## src/rtl/ternary_spi_slave.sv

```systemverilog
// Balanced-ternary SPI responder: trit-serial MOSI in, trit-serial MISO out,
// with parallel rx words out and a one-deep valid/ready reply holding register.
module ternary_spi_slave #(
  parameter int TRITS = 6
) (
  input  logic                 I_clk,
  input  logic                 I_rst,
  input  logic [1:0]           I_sck,
  input  logic [1:0]           I_mosi,
  output logic [1:0]           O_miso,
  output logic [2*TRITS-1:0]   O_rx_data,
  output logic                 O_rx_valid,
  input  logic [2*TRITS-1:0]   I_tx_data,
  input  logic                 I_tx_valid,
  output logic                 O_tx_ready,
  output logic                 O_err
);

  localparam int W  = 2 * TRITS;
  localparam int CW = $clog2(TRITS + 1);

  localparam logic [1:0] T_ZERO  = 2'b00;
  localparam logic [1:0] T_PLUS  = 2'b01;
  localparam logic [1:0] T_MINUS = 2'b10;
  localparam logic [1:0] T_ILL   = 2'b11;

  typedef enum logic {IDLE, ACTIVE} state_t;

  logic [1:0]   sckMeta_q, sckSync_q, sckPrev_q;
  logic [1:0]   mosiMeta_q, mosiSync_q;
  state_t       state_q, state_d;
  logic [CW-1:0] count_q, count_d;
  logic [W-3:0] rxShift_q, rxShift_d;
  logic [W-1:0] rxData_q, rxData_d;
  logic         rxValid_q, rxValid_d;
  logic [W-1:0] txShift_q, txShift_d;
  logic [W-1:0] hold_q, hold_d;
  logic         holdFull_q, holdFull_d;
  logic         wordDone_q, wordDone_d;
  logic [1:0]   miso_q, miso_d;
  logic         err_q, err_d;

  logic [1:0]   sckCur, sckLast, mosiTrit;
  logic         sckIllegal, mosiIllegal, frameStart, sample, shift, accept, load;
  logic [W-1:0] rxNext;

  // Illegal sck codes read as ZERO for edge detection; the error fires once on entry.
  assign sckCur      = (sckSync_q == T_ILL) ? T_ZERO : sckSync_q;
  assign sckLast     = (sckPrev_q == T_ILL) ? T_ZERO : sckPrev_q;
  assign sckIllegal  = (sckSync_q == T_ILL) && (sckPrev_q != T_ILL);
  assign frameStart  = (sckCur == T_MINUS) && (sckLast != T_MINUS);
  assign sample      = (sckLast == T_ZERO) && (sckCur == T_PLUS);
  assign shift       = (sckLast == T_PLUS) && (sckCur == T_ZERO);
  assign mosiIllegal = (mosiSync_q == T_ILL);
  assign mosiTrit    = mosiIllegal ? T_ZERO : mosiSync_q;
  assign accept      = I_tx_valid && !holdFull_q;
  assign rxNext      = {rxShift_q, mosiTrit};

  always_ff @(posedge I_clk) begin
    if (I_rst) begin
      sckMeta_q  <= T_ZERO;
      sckSync_q  <= T_ZERO;
      sckPrev_q  <= T_ZERO;
      mosiMeta_q <= T_ZERO;
      mosiSync_q <= T_ZERO;
    end else begin
      sckMeta_q  <= I_sck;
      sckSync_q  <= sckMeta_q;
      sckPrev_q  <= sckSync_q;
      mosiMeta_q <= I_mosi;
      mosiSync_q <= mosiMeta_q;
    end
  end

  always_ff @(posedge I_clk) begin
    if (I_rst) begin
      state_q    <= IDLE;
      count_q    <= '0;
      rxShift_q  <= '0;
      rxData_q   <= '0;
      rxValid_q  <= 1'b0;
      txShift_q  <= '0;
      hold_q     <= '0;
      holdFull_q <= 1'b0;
      wordDone_q <= 1'b0;
      miso_q     <= T_ZERO;
      err_q      <= 1'b0;
    end else begin
      state_q    <= state_d;
      count_q    <= count_d;
      rxShift_q  <= rxShift_d;
      rxData_q   <= rxData_d;
      rxValid_q  <= rxValid_d;
      txShift_q  <= txShift_d;
      hold_q     <= hold_d;
      holdFull_q <= holdFull_d;
      wordDone_q <= wordDone_d;
      miso_q     <= miso_d;
      err_q      <= err_d;
    end
  end

  always_comb begin
    state_d    = state_q;
    count_d    = count_q;
    rxShift_d  = rxShift_q;
    rxData_d   = rxData_q;
    rxValid_d  = 1'b0;
    txShift_d  = txShift_q;
    hold_d     = hold_q;
    holdFull_d = holdFull_q;
    wordDone_d = wordDone_q;
    err_d      = sckIllegal;
    load       = 1'b0;

    if (accept) begin
      hold_d     = I_tx_data;
      holdFull_d = 1'b1;
    end

    case (state_q)
      IDLE: begin
        if (frameStart) begin
          state_d    = ACTIVE;
          load       = 1'b1;
          count_d    = '0;
          wordDone_d = 1'b0;
        end
      end
      ACTIVE: begin
        if (frameStart) begin
          load       = 1'b1;
          count_d    = '0;
          wordDone_d = 1'b0;
        end else begin
          if (sample) begin
            rxShift_d = rxNext[W-3:0];
            err_d     = err_d | mosiIllegal;
            if (count_q == CW'(TRITS - 1)) begin
              count_d    = '0;
              rxData_d   = rxNext;
              rxValid_d  = 1'b1;
              wordDone_d = 1'b1;
            end else begin
              count_d = count_q + CW'(1);
            end
          end
          // The SHIFT closing a word reloads instead of advancing.
          if (shift) begin
            if (wordDone_q) begin
              load       = 1'b1;
              wordDone_d = 1'b0;
            end else begin
              txShift_d = {txShift_q[W-3:0], T_ZERO};
            end
          end
        end
      end
      default: state_d = IDLE;
    endcase

    // A word accepted this cycle cannot be used: accept implies holding was empty.
    if (load) begin
      if (holdFull_q) begin
        txShift_d  = hold_q;
        holdFull_d = 1'b0;
      end else begin
        txShift_d = '0;
        err_d     = 1'b1;
      end
    end

    miso_d = (state_q == ACTIVE) ? txShift_q[W-1 -: 2] : T_ZERO;
  end

  assign O_miso     = miso_q;
  assign O_rx_data  = rxData_q;
  assign O_rx_valid = rxValid_q;
  assign O_tx_ready = !holdFull_q;
  assign O_err      = err_q;

endmodule
```

## config.mk

```make
export PLATFORM = sky130hd
export DESIGN_NAME = ternary_spi_slave
export DESIGN_NICKNAME = d
export VERILOG_FILES = /design/src/rtl/ternary_spi_slave.sv
export SDC_FILE = /design/constraint.sdc
export NUM_CORES = 1
export LEC_CHECK = 0
export ABC_CLOCK_PERIOD_IN_PS = 1730
export CAP_MARGIN = 15
export CELL_PAD_IN_SITES_DETAIL_PLACEMENT = 0
export CELL_PAD_IN_SITES_GLOBAL_PLACEMENT = 1
export CORE_MARGIN = 1
export CORE_UTILIZATION = 41
export CTS_BUF_LIST = sky130_fd_sc_hd__clkbuf_16
export DETAILED_ROUTE_END_ITERATION = 10
export PLACE_DENSITY_LB_ADDON = 0.1
export SLEW_MARGIN = 20
export SYNTH_ARGS = -nofsm -noshare
export SYNTH_HDL_FRONTEND = slang
export SYNTH_SLANG_ARGS = --single-unit
```

## constraint.sdc

```tcl
create_clock -name I_clk -period 1.73 [get_ports I_clk]
set_input_delay 0.519 -clock I_clk [delete_from_list [all_inputs] [get_ports I_clk]]
set_output_delay 0.519 -clock I_clk [all_outputs]
set_load 0.1 [all_outputs]
```

==> impl_metrics.py <==
metrics = {
    "critical_path": {
        "crit_path_top_delay_cell": "and2b_4",
        "required_ns": 1.94,
        "critPathMaxFanout": 18,
        "cpLargestDelayFamily": "simple AND/OR/NAND/NOR gates",
        "crit_type": "reg -> reg",
        "critPathBufInv": 2,
        "crit_arrival_ns": 1.79,
        "startpoint_type": "flop",
        "worstPathCellList": "inv_1, ha_1, and2b_4, nor3_4, buf_12, o2111a_1",
        "endpoint_kind": "flop",
        "critical-path-max-stage-delay_ns": 0.39,
    },
    "place": {
        "dpl.hpwl_mm": 3.48,
        "numPlacedInstances": 394,
        "place_congestion": 0.711,
        "port_buffers": 35,
        "dpl_cell_area_um2": 3280,
    },
    "synth": {
        "synthArstFlopShare_pct": 0,
        "yosys.area_share.adder_pct": 2.80,
        "synth_mux_area_share_pct": 4.85,
        "synth_top_family_by_area": "simple AND/OR/NAND/NOR gates",
        "synth_edf_count": 0,
        "synth.distinct_cells": 34,
        "yosys.area_share.simple_pct": 25.3,
        "yosys_most_used_dff": "dfxtp_1",
        "synthXorXnorAreaFrac_pct": 0.326,
        "synth.avg_cell_area_um2": 9.09,
        "synth-seq-area-share_pct": 49.3,
        "synth-compound-area-share_pct": 11.2,
        "ys_ff_latch": 66,
        "syn_area_um2": 2680,
        "ys_warn_count": 0,
        "netlist_instances": 295,
        "syn_nets": 320,
    },
    "timing": {
        "finalHoldViolations": 0,
        "worstMarginPinSlew_ns": 0.454,
        "finalCriticalPeriod_ns": 1.58,
        "fin_skew_ns": 0.00632,
        "max_freq_mhz": 634,
        "rsz0062_at_grt": "no",
        "setup_viol": 0,
        "finalSetupTns_ns": 0,
        "max_slew_margin_pct": 69.8,
        "final_min_period_over_clock_period_pct": 91.1,
        "drv_slew": 0,
    },
    "power_and_ir_drop": {
        "power.density_nw_per_um2": 946,
        "p_leak_uw": 0.00132,
        "vdd_drop_max_mv": 0.626,
    },
    "cells_and_area": {
        "nets": 353,
        "diodes": 0,
        "fin_cells": 407,
        "fillers": 580,
        "fin_area_um2": 3520,
        "area_growth_pct": 31.4,
        "drive_gt1_share_pct": 15.2,
    },
    "floorplanning": {
        "die_w_um": 82.9,
        "die_h_um": 82.9,
        "num_io_pins": 36,
        "core_um2": 6350,
        "start_util_pct": 42.2,
        "rows": 29,
        "die-area_um2": 6870,
    },
    "detailed_routing": {
        "wirelength_mm": 5.23,
        "vias": 2137,
        "wl_per_cell_um": 12.9,
        "vias_per_cell": 5.25,
        "postRouteAntennaNets": 0,
        "drc": 0,
        "first_iter_violations": 93,
        "detail_route.first_pass.iterations": 4,
    },
    "status": {
        "status": "finished clean",
    },
    "grt": {
        "grtUsageMet1_pct": 20.6,
        "antenna_found_initial": 0,
        "gr-total-overflow": 0,
        "grt_pass1_wl_mm": 9.47,
        "grtUsageTotal_pct": 17.2,
        "gr-usage-met3_pct": 4.47,
        "grt_max_degree": 52,
        "use_met2_pct": 28.5,
        "grt_pass1_vias": 2065,
        "grt-busiest-layer": "met2",
    },
    "cts": {
        "cts_buffers": 9,
        "cts_sinks": 66,
        "cts_setup_buffers": 0,
        "ctsResizeCount": 0,
        "h-tree-depth": 3,
        "cts_tree": "built",
        "clock_latency_ns": 0.32,
        "clock_path_buffers": 2,
        "clkTransAtPathRegs_ns": 0.05,
        "cts_root_buf": "clkbuf_16",
        "cts_hold_buffers": 0,
    },
    "job": {
        "maxCapViolations": 0,
    },
    "worst_hold_path": {
        "min_path_type": "reg -> reg",
    },
}
==> metrics by stage <==
step	total power (uW)	util, %	setup WS, ns	hold slack, ns
finish	3330	55.5	0.153	0.435
global route	3480	55.5	0.0323	0.461
CTS	3370	55.5	0.131	0.442
detailed placement	1860	51.7	0.114	0.430
global placement	1860	51.7	0.127	0.417
floorplan	1770	-	0.103	0.414
==> worst paths after layout <==
path / cells past startpoint / end / slack [ns] / from
setup reg to reg: 6 / wordDone_q$_SDFFE_PP0P_ / 0.15 / sckPrev_q[0]$_SDFF_PP0_
hold / removal: 1 / mosiSync_q[1]$_SDFF_PP0_ / 0.44 / mosiMeta_q[1]$_SDFF_PP0_
hold reg to reg: 1 / mosiSync_q[1]$_SDFF_PP0_ / 0.44 / mosiMeta_q[1]$_SDFF_PP0_
setup / recovery: 6 / wordDone_q$_SDFFE_PP0P_ / 0.15 / sckPrev_q[0]$_SDFF_PP0_
==> synthesized netlist by cell type, types with 2 or more instances <==
master / instances / area [um2]
a21oi_1: 25 / 125
a22oi_1: 10 / 75.1
and3_2: 4 / 30.0
buf_2: 14 / 70.1
buf_4: 2 / 15.0
buf_6: 3 / 33.8
clkbuf_1: 7 / 26.3
dfxtp_1: 66 / 1320
ha_1: 6 / 75.1
inv_1: 5 / 18.8
mux2i_1: 13 / 130
nand2_1: 47 / 176
nand2b_1: 3 / 18.8
nand3_1: 12 / 60.1
nand3b_1: 3 / 22.5
nand4_1: 2 / 12.5
nand4b_1: 2 / 17.5
nor2_1: 5 / 18.8
nor2b_1: 9 / 56.3
nor3_1: 12 / 60.1
nor4_1: 21 / 131
o211ai_1: 2 / 15.0
o21ai_0: 11 / 55.1
==> metal layers <==
metal | vias up | routed length [um]
met5 | - | 0
met4 | 0 | 106
met3 | 12 | 145
met2 | 38 | 2530
met1 | 979 | 2450
li1 | 1108 | -
==> cells by family after synthesis <==
family,Yosys count
muxes,13
AOI/OAI and AO/OA,51
xor gates and xnor gates,1
and+or+nand+nor,126
buffers and inverters,32
DFF,66
adders and majority gates,6
==> registers in the layout, summed over array words and instances, names as in the netlist, 2 cells and up <==
signal,flops
O_miso,2
O_rx_data,12
count_q,3
hold_q,12
mosiMeta_q,2
mosiSync_q,2
rxShift_q,10
sckMeta_q,2
sckPrev_q,2
sckSync_q,2
txShift_q,12
==> final cells by class <==
cell class	instances	area (um2)	area share, %
inverter	6	22.5	0.639
multi-input combinational	197	1190	33.9
tap	77	96.3	2.73
timing repair buffer	48	651	18.5
clock buffer	9	225	6.39
clock inverter	4	15.0	0.426
sequential	66	1320	37.5
==> layout by cell type (no fill, tap or decap), types with 9 or more instances in the layout <==
master           synthesis  layout
nand3_1                 12      12
mux2i_1                 13      13
buf_12                   0      20
clkdlybuf4s50_1          0      17
buf_4                    2      10
dfxtp_1                 66      66
o21ai_0                 11      11
clkbuf_16                0       9
a22oi_1                 10      10
a21oi_1                 25      25
nor3_1                  12      12
nor4_1                  21      21
nand2_1                 47      47
nor2b_1                  9       9
==> worst register-to-register path: cells and delay by family, from the launching register on <==
kind                       cells  cell delay (ns)
AOI/OAI and AO/OA              1             0.22
and+or+nand+nor                2             0.47
adders and majority gates      1             0.20
DFF                            1             0.35
buffers and inverters          2             0.22
==> where the power goes <==
group	switching [uW]	leakage [uW]	internal, uW
clock network	581	0.000125	921
logic	131	0.000658	107
registers	26.1	0.000537	1570
Note: power is estimated with default switching activity, not from simulation.
